==> config.mk <==
export PLATFORM = sky130hd
export DESIGN_NAME = capture_sink
export DESIGN_NICKNAME = d
export VERILOG_FILES = /design/src/rtl/capture_sink_pkg.sv /design/src/rtl/sdp_ram.sv /design/src/rtl/capture_sink.sv
export SDC_FILE = /design/constraint.sdc
export NUM_CORES = 2
export LEC_CHECK = 0
export ABC_AREA = 1
export CELL_PAD_IN_SITES_DETAIL_PLACEMENT = 1
export CELL_PAD_IN_SITES_GLOBAL_PLACEMENT = 2
export CORE_MARGIN = 5
export CORE_UTILIZATION = 40
export DETAILED_ROUTE_END_ITERATION = 10
export PLACE_DENSITY_LB_ADDON = 0.05
export SETUP_SLACK_MARGIN = 0.5
export SLEW_MARGIN = 20
export SYNTH_ARGS = -nofsm -noshare
export SYNTH_HDL_FRONTEND = slang
export SYNTH_HIERARCHICAL = 1
export SYNTH_SLANG_ARGS = --single-unit
==> constraint.sdc <==
create_clock -name clk -period 2.82 [get_ports clk]
set_clock_uncertainty 0.2 [all_clocks]
set_input_delay 0.846 -clock clk [delete_from_list [all_inputs] [get_ports clk]]
set_output_delay 0.846 -clock clk [all_outputs]
set_load 0.005 [all_outputs]
==> src/rtl/capture_sink_pkg.sv <==
// -----------------------------------------------------------------------------
// capture_sink_pkg
//   Shared definitions for the capture sink block.
//   - state_t : 2-bit FSM encoding (IDLE, SKIP, CAPTURE, DONE)
//   - clog2   : ceiling log2, used for counter widths
// -----------------------------------------------------------------------------
package capture_sink_pkg;

  typedef enum logic [1:0] {
    ST_IDLE    = 2'd0,
    ST_SKIP    = 2'd1,
    ST_CAPTURE = 2'd2,
    ST_DONE    = 2'd3
  } state_t;

  // Ceiling log2; clog2(1) == 0, clog2(6) == 3.
  function automatic int clog2(input int value);
    int res;
    res = 0;
    for (int i = 0; i < 32; i++) begin
      if ((64'd1 << res) < 64'(value)) res = res + 1;
    end
    return res;
  endfunction

endpackage

==> src/rtl/sdp_ram.sv <==
// -----------------------------------------------------------------------------
// sdp_ram
//   Simple dual-port RAM: one synchronous write port, one registered read
//   port. Read-during-write to the same address returns the old contents
//   (the read register samples the array before the write lands). The read
//   register has a synchronous reset to zero; the array itself is never
//   cleared. Written in a style that maps onto FPGA block RAM.
//
// Ports
//   i_clk    : clock, rising edge
//   i_rst    : synchronous active-high reset of the read register only
//   i_we     : write enable
//   i_waddr  : write address
//   i_wdata  : write data
//   i_raddr  : read address (addresses >= DEPTH return undefined data)
//   o_rdata  : read data, one cycle after i_raddr
// -----------------------------------------------------------------------------
module sdp_ram #(
  parameter int DATA_W = 8,
  parameter int ADDR_W = 8,
  parameter int DEPTH  = 256
) (
  input  logic              i_clk,
  input  logic              i_rst,
  input  logic              i_we,
  input  logic [ADDR_W-1:0] i_waddr,
  input  logic [DATA_W-1:0] i_wdata,
  input  logic [ADDR_W-1:0] i_raddr,
  output logic [DATA_W-1:0] o_rdata
);

  logic [DATA_W-1:0] r_mem [DEPTH];

  always_ff @(posedge i_clk) begin
    if (i_we) begin
      r_mem[i_waddr] <= i_wdata;
    end
  end

  // Separate process from the write so the old value is what gets latched.
  always_ff @(posedge i_clk) begin
    if (i_rst) begin
      o_rdata <= '0;
    end else begin
      o_rdata <= r_mem[i_raddr];
    end
  end

endmodule

==> src/rtl/capture_sink.sv <==
// -----------------------------------------------------------------------------
// capture_sink
//   End-of-chain data sink. After start_sink, discards SKIP valid samples
//   (pipeline flush), then stores each valid sample into an internal
//   DEPTH-entry memory. One-shot mode stops when the memory is full;
//   circular mode wraps and keeps overwriting until stop. A free-running
//   registered read port lets the host dump the captured data at any time.
//
//   Handshake: data_in is consumed on every rising edge where data_valid is
//   high; there is no back-pressure, the sink always accepts. start_sink and
//   stop are single-cycle pulses sampled on the rising edge.
//
// Ports
//   clk         : clock, rising edge
//   reset       : synchronous active-high reset (memory not cleared)
//   start_sink  : arms a capture (accepted in IDLE or DONE)
//   stop        : ends a capture early (accepted in SKIP or CAPTURE)
//   data_in     : sample stream
//   data_valid  : qualifies data_in
//   rd_addr     : readback address
//   rd_data     : readback data, 1-cycle latency, old data on collision
//   busy        : high in SKIP or CAPTURE
//   done        : high in DONE
//   wr_count    : samples stored, saturates at DEPTH
//   wrapped     : circular mode: at least one entry has been overwritten
//   o_dbg_state : current FSM state for debug/checkers
// -----------------------------------------------------------------------------
module capture_sink
  import capture_sink_pkg::*;
#(
  parameter int DATA_W   = 8,
  parameter int ADDR_W   = 8,
  parameter int DEPTH    = 256,
  parameter int SKIP     = 5,
  parameter int CIRCULAR = 0
) (
  input  logic              clk,
  input  logic              reset,
  input  logic              start_sink,
  input  logic              stop,
  input  logic [DATA_W-1:0] data_in,
  input  logic              data_valid,
  input  logic [ADDR_W-1:0] rd_addr,
  output logic [DATA_W-1:0] rd_data,
  output logic              busy,
  output logic              done,
  output logic [ADDR_W:0]   wr_count,
  output logic              wrapped,
  output state_t            o_dbg_state
);

  localparam int SKIP_W_RAW = clog2(SKIP + 1);
  localparam int SKIP_W     = (SKIP_W_RAW < 1) ? 1 : SKIP_W_RAW;

  localparam logic [ADDR_W-1:0] LAST_ADDR = ADDR_W'(DEPTH - 1);
  localparam logic [ADDR_W-1:0] ADDR_ONE  = ADDR_W'(1);
  localparam logic [ADDR_W:0]   CNT_FULL  = (ADDR_W + 1)'(DEPTH);
  localparam logic [ADDR_W:0]   CNT_ONE   = (ADDR_W + 1)'(1);
  localparam logic [SKIP_W-1:0] SKIP_ONE  = SKIP_W'(1);
  // Only meaningful when SKIP > 0; the SKIP state is unreachable otherwise.
  localparam logic [SKIP_W-1:0] SKIP_LAST = SKIP_W'(SKIP - 1);
  localparam state_t            ARM_STATE = (SKIP == 0) ? ST_CAPTURE : ST_SKIP;

  state_t              r_state;
  logic [ADDR_W-1:0]   r_wr_addr;
  logic [SKIP_W-1:0]   r_skip_cnt;
  logic [ADDR_W:0]     r_wr_count;
  logic                r_wrapped;

  logic                w_we;
  logic                w_at_last;

  // Write is suppressed during reset so a mid-capture reset leaves memory
  // exactly as it was.
  assign w_we      = (r_state == ST_CAPTURE) && data_valid && !reset;
  assign w_at_last = (r_wr_addr == LAST_ADDR);

  always_ff @(posedge clk) begin
    if (reset) begin
      r_state    <= ST_IDLE;
      r_wr_addr  <= '0;
      r_skip_cnt <= '0;
      r_wr_count <= '0;
      r_wrapped  <= 1'b0;
    end else begin
      case (r_state)
        ST_IDLE, ST_DONE: begin
          // stop is ignored here, so start always wins a collision.
          if (start_sink) begin
            r_wr_addr  <= '0;
            r_skip_cnt <= '0;
            r_wr_count <= '0;
            r_wrapped  <= 1'b0;
            r_state    <= ARM_STATE;
          end
        end

        ST_SKIP: begin
          if (stop) begin
            r_state <= ST_DONE;
          end else if (data_valid) begin
            r_skip_cnt <= r_skip_cnt + SKIP_ONE;
            if (r_skip_cnt == SKIP_LAST) begin
              r_state <= ST_CAPTURE;
            end
          end
        end

        ST_CAPTURE: begin
          if (data_valid) begin
            // Compare-based wrap so non-power-of-two depths work.
            r_wr_addr <= w_at_last ? '0 : (r_wr_addr + ADDR_ONE);
            if (r_wr_count != CNT_FULL) begin
              r_wr_count <= r_wr_count + CNT_ONE;
            end else begin
              // A full count on a new write means an older entry is being
              // overwritten; only reachable in circular mode.
              r_wrapped <= 1'b1;
            end
            if ((CIRCULAR == 0) && w_at_last) begin
              r_state <= ST_DONE;
            end
          end
          // The sample on the stop cycle has already been written above.
          if (stop) begin
            r_state <= ST_DONE;
          end
        end

        default: r_state <= ST_IDLE;
      endcase
    end
  end

  assign busy        = (r_state == ST_SKIP) || (r_state == ST_CAPTURE);
  assign done        = (r_state == ST_DONE);
  assign wr_count    = r_wr_count;
  assign wrapped     = r_wrapped;
  assign o_dbg_state = r_state;

  sdp_ram #(
    .DATA_W (DATA_W),
    .ADDR_W (ADDR_W),
    .DEPTH  (DEPTH)
  ) u_ram (
    .i_clk   (clk),
    .i_rst   (reset),
    .i_we    (w_we),
    .i_waddr (r_wr_addr),
    .i_wdata (data_in),
    .i_raddr (rd_addr),
    .o_rdata (rd_data)
  );

endmodule

Word level (Yosys, flattened, before mapping)
Memories as Yosys holds them, arrays and structs flattened. A register that Yosys moved wholly into a read port is not among the register bits. Cells that the tools add are included.

Bits in registers: 23. Memory bits (writable): 2048. Input bits: 21. Output and inout bits: 22. Word-level logic and storage cells: 64. Memories kept: 1.

Memories: u_ram.r_mem (depth 256, bits a word 8, read ports 1, clocked after memory_dff 1, wr ports 1, line sdp_ram.sv:32) `logic [DATA_W-1:0] r_mem [DEPTH];`.

$add $sub $neg: 3. Eq/ne operators: 16. Mux-type cells: 26. Reduce and logical (&&, ||, !) cells: 13.

Operators with widths (number): two-way mux 9 bit (3); two-way mux 8 bit (3); case mux 9 bit (2 select lines) (1); case mux 8 bit (2 select lines) (1); two-way mux 2 bit (7); != test 3 bit (second input constant) (4); AND reduction 4 bit (3); != test 2 bit (second input constant) (5); adder 9 x 1 -> 9 bit (second input constant) (1); two-way mux 3 bit (3); != test 9 bit (second input constant) (1); adder 8 x 1 -> 8 bit (second input constant) (1); == test 8 bit (second input constant) (1); case mux 2 bit (3 select lines) (1); case mux 3 bit (2 select lines) (1); two-way mux 1 bit (5); AND reduction 5 bit (1); == test 2 bit (second input constant) (2); nonzero test 2 bit (2); adder 3 x 1 -> 3 bit (second input constant) (1); == test 3 bit (second input constant) (1); AND reduction 3 bit (1); == test 2 x 1 -> 1 bit (second input constant) (1); logical AND 1 bit (2); 6 further kinds (6).

Longest topological paths before layout
Word-level depth: 5. Depth in mapped cells: 15. Gate-level depth less buffers: 12.

Hierarchy
Netlist, hierarchy kept.

Modules (own cells, without submodules): sdp_ram (times used 1, cells each 7020, area an instance 83467.6 um^2, seq. area each 61659.1 um^2); capture_sink (times used 1, cells each 201, area an instance 1430.1 um^2, seq. area each 460.4 um^2).

Worst setup path before layout
OpenSTA, ideal clock, no wires.

Path kind: input to register. From: input reset. To: memory u_ram.r_mem[162][0] (enable). Library setup time: 0.370 ns. Arrival time: 2.493 ns. Required time: 2.250 ns. Setup slack: -0.243 ns. Stages on the path: 7. Buffers on the path: 4. Path through: buf_2 clkbuf_1 nor2_1 clkbuf_1 nand3_1 clkbuf_1 nor2_1.

Longest elaborated chain between the ends: 4.

Ends and longest elaborated chain: start, declared (line capture_sink.sv:38) `input logic reset,`; logical NOT 1 bit (line capture_sink.sv:75) `assign w_we = (r_state == ST_CAPTURE) && data_valid && !reset;`; logical AND 1 bit (line capture_sink.sv:75); net w_we (line capture_sink.sv:70) `logic w_we;`; two-way mux 1 bit (line sdp_ram.sv:35) `if (i_we) begin`; two-way mux 1 bit (not written as such) (line sdp_ram.sv:36) `r_mem[i_waddr] <= i_wdata;`; end, declared (line sdp_ram.sv:32).

The timed path passes the listed nets, and every way through them passes these cells.

Worst setup path after layout
From: register r_state[0], in the netlist o_dbg_state[0]. To: output done.

Longest elaborated chain between the ends: 1.

Ends and longest elaborated chain: start, declared (line capture_sink.sv:64) `state_t r_state;`; start signal, assigned (line capture_sink.sv:80) `r_state <= ST_IDLE;`; start signal, assigned (line capture_sink.sv:94) `r_state <= ARM_STATE;`; start signal, assigned (line capture_sink.sv:100) `r_state <= ST_DONE;`; == test 2 bit (line capture_sink.sv:136) `assign done = (r_state == ST_DONE);`; end, declared (line capture_sink.sv:46) `output logic done,`.

No other way between the ends.

==> impl_metrics.ini <==
[sta]
rsz0062_at_grt = true
timing.final.crit_share_pct = 94.81
maxSlewViolCount = 0
finalHoldViolations = 0
holdWs_ns = 0.1603
setup_violations = 0
finalCriticalPeriod_ns = 2.674
max_freq_mhz = 374.0
slew_headroom_pct = 55.25
worstMarginPinSlew_ns = 0.6705

[synthesis]
ys_dominant_reg_cell = edfxtp_1
yosysSeqAreaShare_pct = 73.17
ys_warn_count = 6
synth_cell_types = 41
syn_nets = 7250
syn_inst = 7221
ys_ff_latch = 2079
async_flop_share_pct = 0
synth_edf_count = 2048
syn_area_um2 = 84900
syn_avg_cell_area_um2 = 11.76

[route]
wl_per_cell_um = 27.13
first_pass_iters = 5
drc = 0
antenna_left = 0
vias_per_cell = 5.481
drtIter0Drc = 5140
wl_um = 294600
dr_total_vias = 59530

[placed_design]
dp_cells = 10370
hpwl_um = 188500
portBuffers = 42
place.gp.congestion = 0.8146
post_dp_cell_area_um2 = 96810

[final_layout]
layout_common_cells = 2105 x nand2_1, 2048 x edfxtp_1, 1797 x nand3_1, 505 x buf_4, 263 x buf_12
final_nets = 7882
area_growth_pct = 25.62
layout.cells.non_filler = 10860
design_area_um2 = 106600
fillers = 21520
drive_gt1_share_pct = 20.57
layout_commonest_cell = nand2_1

[worst_setup_path]
r2r_end = u_ram/r_mem[9][3]
critPathLaunchType = flop
cp_data_required_time_ns = 1.77
rr_worst_depth = 8
r2r_start = r_wr_addr[3]
crit_type = flop to output pin
path_max_fanout = 4
end_kind = output pin
startpoint = o_dbg_state[0]
r2r_slack_ns = 0.60
cp_data_arrival_time_ns = 1.63

[clock_network]
cts.path.max_buffers = 3
path_clk_slew_ns = 0.06
cts.sink_count = 2079
cts_inserted_buffers = 222
cts_max_level = 4
clk_latency_ns = 0.86
clockRootBuffer = clkbuf_16
tritoncts = yes

[power]
ir_drop_uv = 690.4
leakage_nw = 37.91
power_mw = 68.88
powerDensity_nw_per_um2 = 645.8

[floorplan]
die_h_um = 470.7
dieArea_um2 = 221600
initial_core_util_pct = 40.11
die_w_um = 470.7
rows = 169
core_um2 = 211700
ioPinCount = 43

[worst_hold_path]
holdCritStartpoint = data_in[3]
hold_end = u_ram/r_mem[69][3]
hold_depth = 1
hold_path.class = input pin to flop

[grt]
grt_start_max_net_pins = 81
grt_pass1_vias = 60550
grt_usage_pct = 25.72
grt_pass1_wl_um = 421100
antenna_found_initial = 9
grt_overflow = 0

[status]
outcome = complete, no violations

[run]
cap_violations = 0
-- routing by layer --
metal | part of all wire, % | wire length (um) | up-vias | track usage [%]
met5 | 0 | 0 | - | 0
met4 | 2.2 | 6538 | 0 | 6.240
met3 | 4.5 | 13210 | 329 | 2.984
met2 | 49 | 144100 | 1409 | 43.12
met1 | 44 | 130700 | 30870 | 35.95
li1 | - | - | 26920 | -
-- cell usage after synthesis (2+ instances only) --
cell type	count	area, um^2
edfxtp_1	2048	61500
nor3_1	2	10.01
ha_1	8	100.1
nand3b_1	2	15.01
buf_4	57	427.9
nor2_1	392	1471
nand2_1	2128	7988
inv_1	59	221.5
buf_2	238	1191
nand3_1	1943	9724
buf_1	43	161.4
a211oi_1	3	22.52
a21oi_1	29	145.1
nand4_1	4	25.02
inv_4	2	12.51
o22ai_1	16	100.1
o21ai_0	35	175.2
nor2_4	3	33.78
inv_2	6	22.52
dfxtp_1	31	620.6
clkbuf_1	128	480.5
buf_6	19	214.0
o21ai_1	4	20.02
xor2_1	3	26.28
nor2_2	2	12.51
-- metrics by stage --
stage	setup TNS, ns	utilization, %	setup slack [ns]
5_1_grt	0	50.39	0.07432
6_report	0	50.39	0.1462
3_5_place_dp	-213.44	45.74	-1.094
2_1_floorplan	0	-	0.3012
3_3_place_gp	-203.70	45.74	-1.095
4_1_cts	0	49.59	0.06114
-- state kept, by name, summed over array words and instances, names as in the netlist --
register,flops
r_skip_cnt,3
wrapped,1
wr_count,9
r_wr_addr,8
o_dbg_state,2
u_ram/r_mem,2048
u_ram/o_rdata,8
-- timing repair --
action	in CTS	in global routing
setup buffers	33	27
gates resized for setup	249	219
cloned	8	17
setup endpoints to repair	30	568
pin swaps	13	30
hold buffers	0	0
-- worst max-delay path: stages, from the launching register on --
cell,delay [ns]
dfxtp_4,0.34
buf_4,0.14
ha_1,0.18
buf_2,0.12
-- power breakdown --
part | internal (mW) | leakage (nW) | switching, mW | total [mW]
clock network | 16.7 | 3.49 | 12.1 | 28.8
logic | 2.03 | 15.8 | 4.00 | 6.03
registers | 34.0 | 18.7 | 0.0656 | 34.0
total | 52.7 | 37.9 | 16.2 | 68.9
-- logic make-up (layout without fill, tap and decap cells) --
family / Yosys count / in the layout / synth area share (%)
compound gates: 93 / 93 / 0.6116
other cells: 0 / 1 / 0
xor+xnor: 4 / 4 / 0.04127
buf+inv: 554 / 1372 / 3.248
fa+ha+maj: 8 / 8 / 0.1179
simple gates: 4483 / 4483 / 22.81
flops: 2079 / 2079 / 73.17
-- worst max path at each step --
| stage | slack [ns] | to | cells after the start |
|---|---|---|---|
| 4_1_cts | 0.06 | busy | 4 |
| 3_3_place_gp | -1.10 | u_ram/o_rdata[4] | 14 |
| 6_report | 0.15 | done | 3 |
| 5_1_grt | 0.07 | busy | 4 |
| 3_5_place_dp | -1.09 | u_ram/o_rdata[2] | 15 |
| 2_1_floorplan | 0.30 | u_ram/r_mem[198][0] | 7 |
-- final cells by class --
cell class	count	area, um^2	share of cell area, %
Inverter	68	335.3	0.3144
Tap cell	2821	3530	3.310
Timing Repair Buffer	893	11190	10.50
Sequential cell	2079	62190	58.31
Timing Repair inverter	1	20.02	0.01877
Clock inverter	135	1149	1.077
Antenna cell	1	2.502	0.002346
Clock buffer	275	5966	5.594
Multi-Input combinational cell	4588	22260	20.88
No activity file was read; power rests on OpenSTA's default activity.
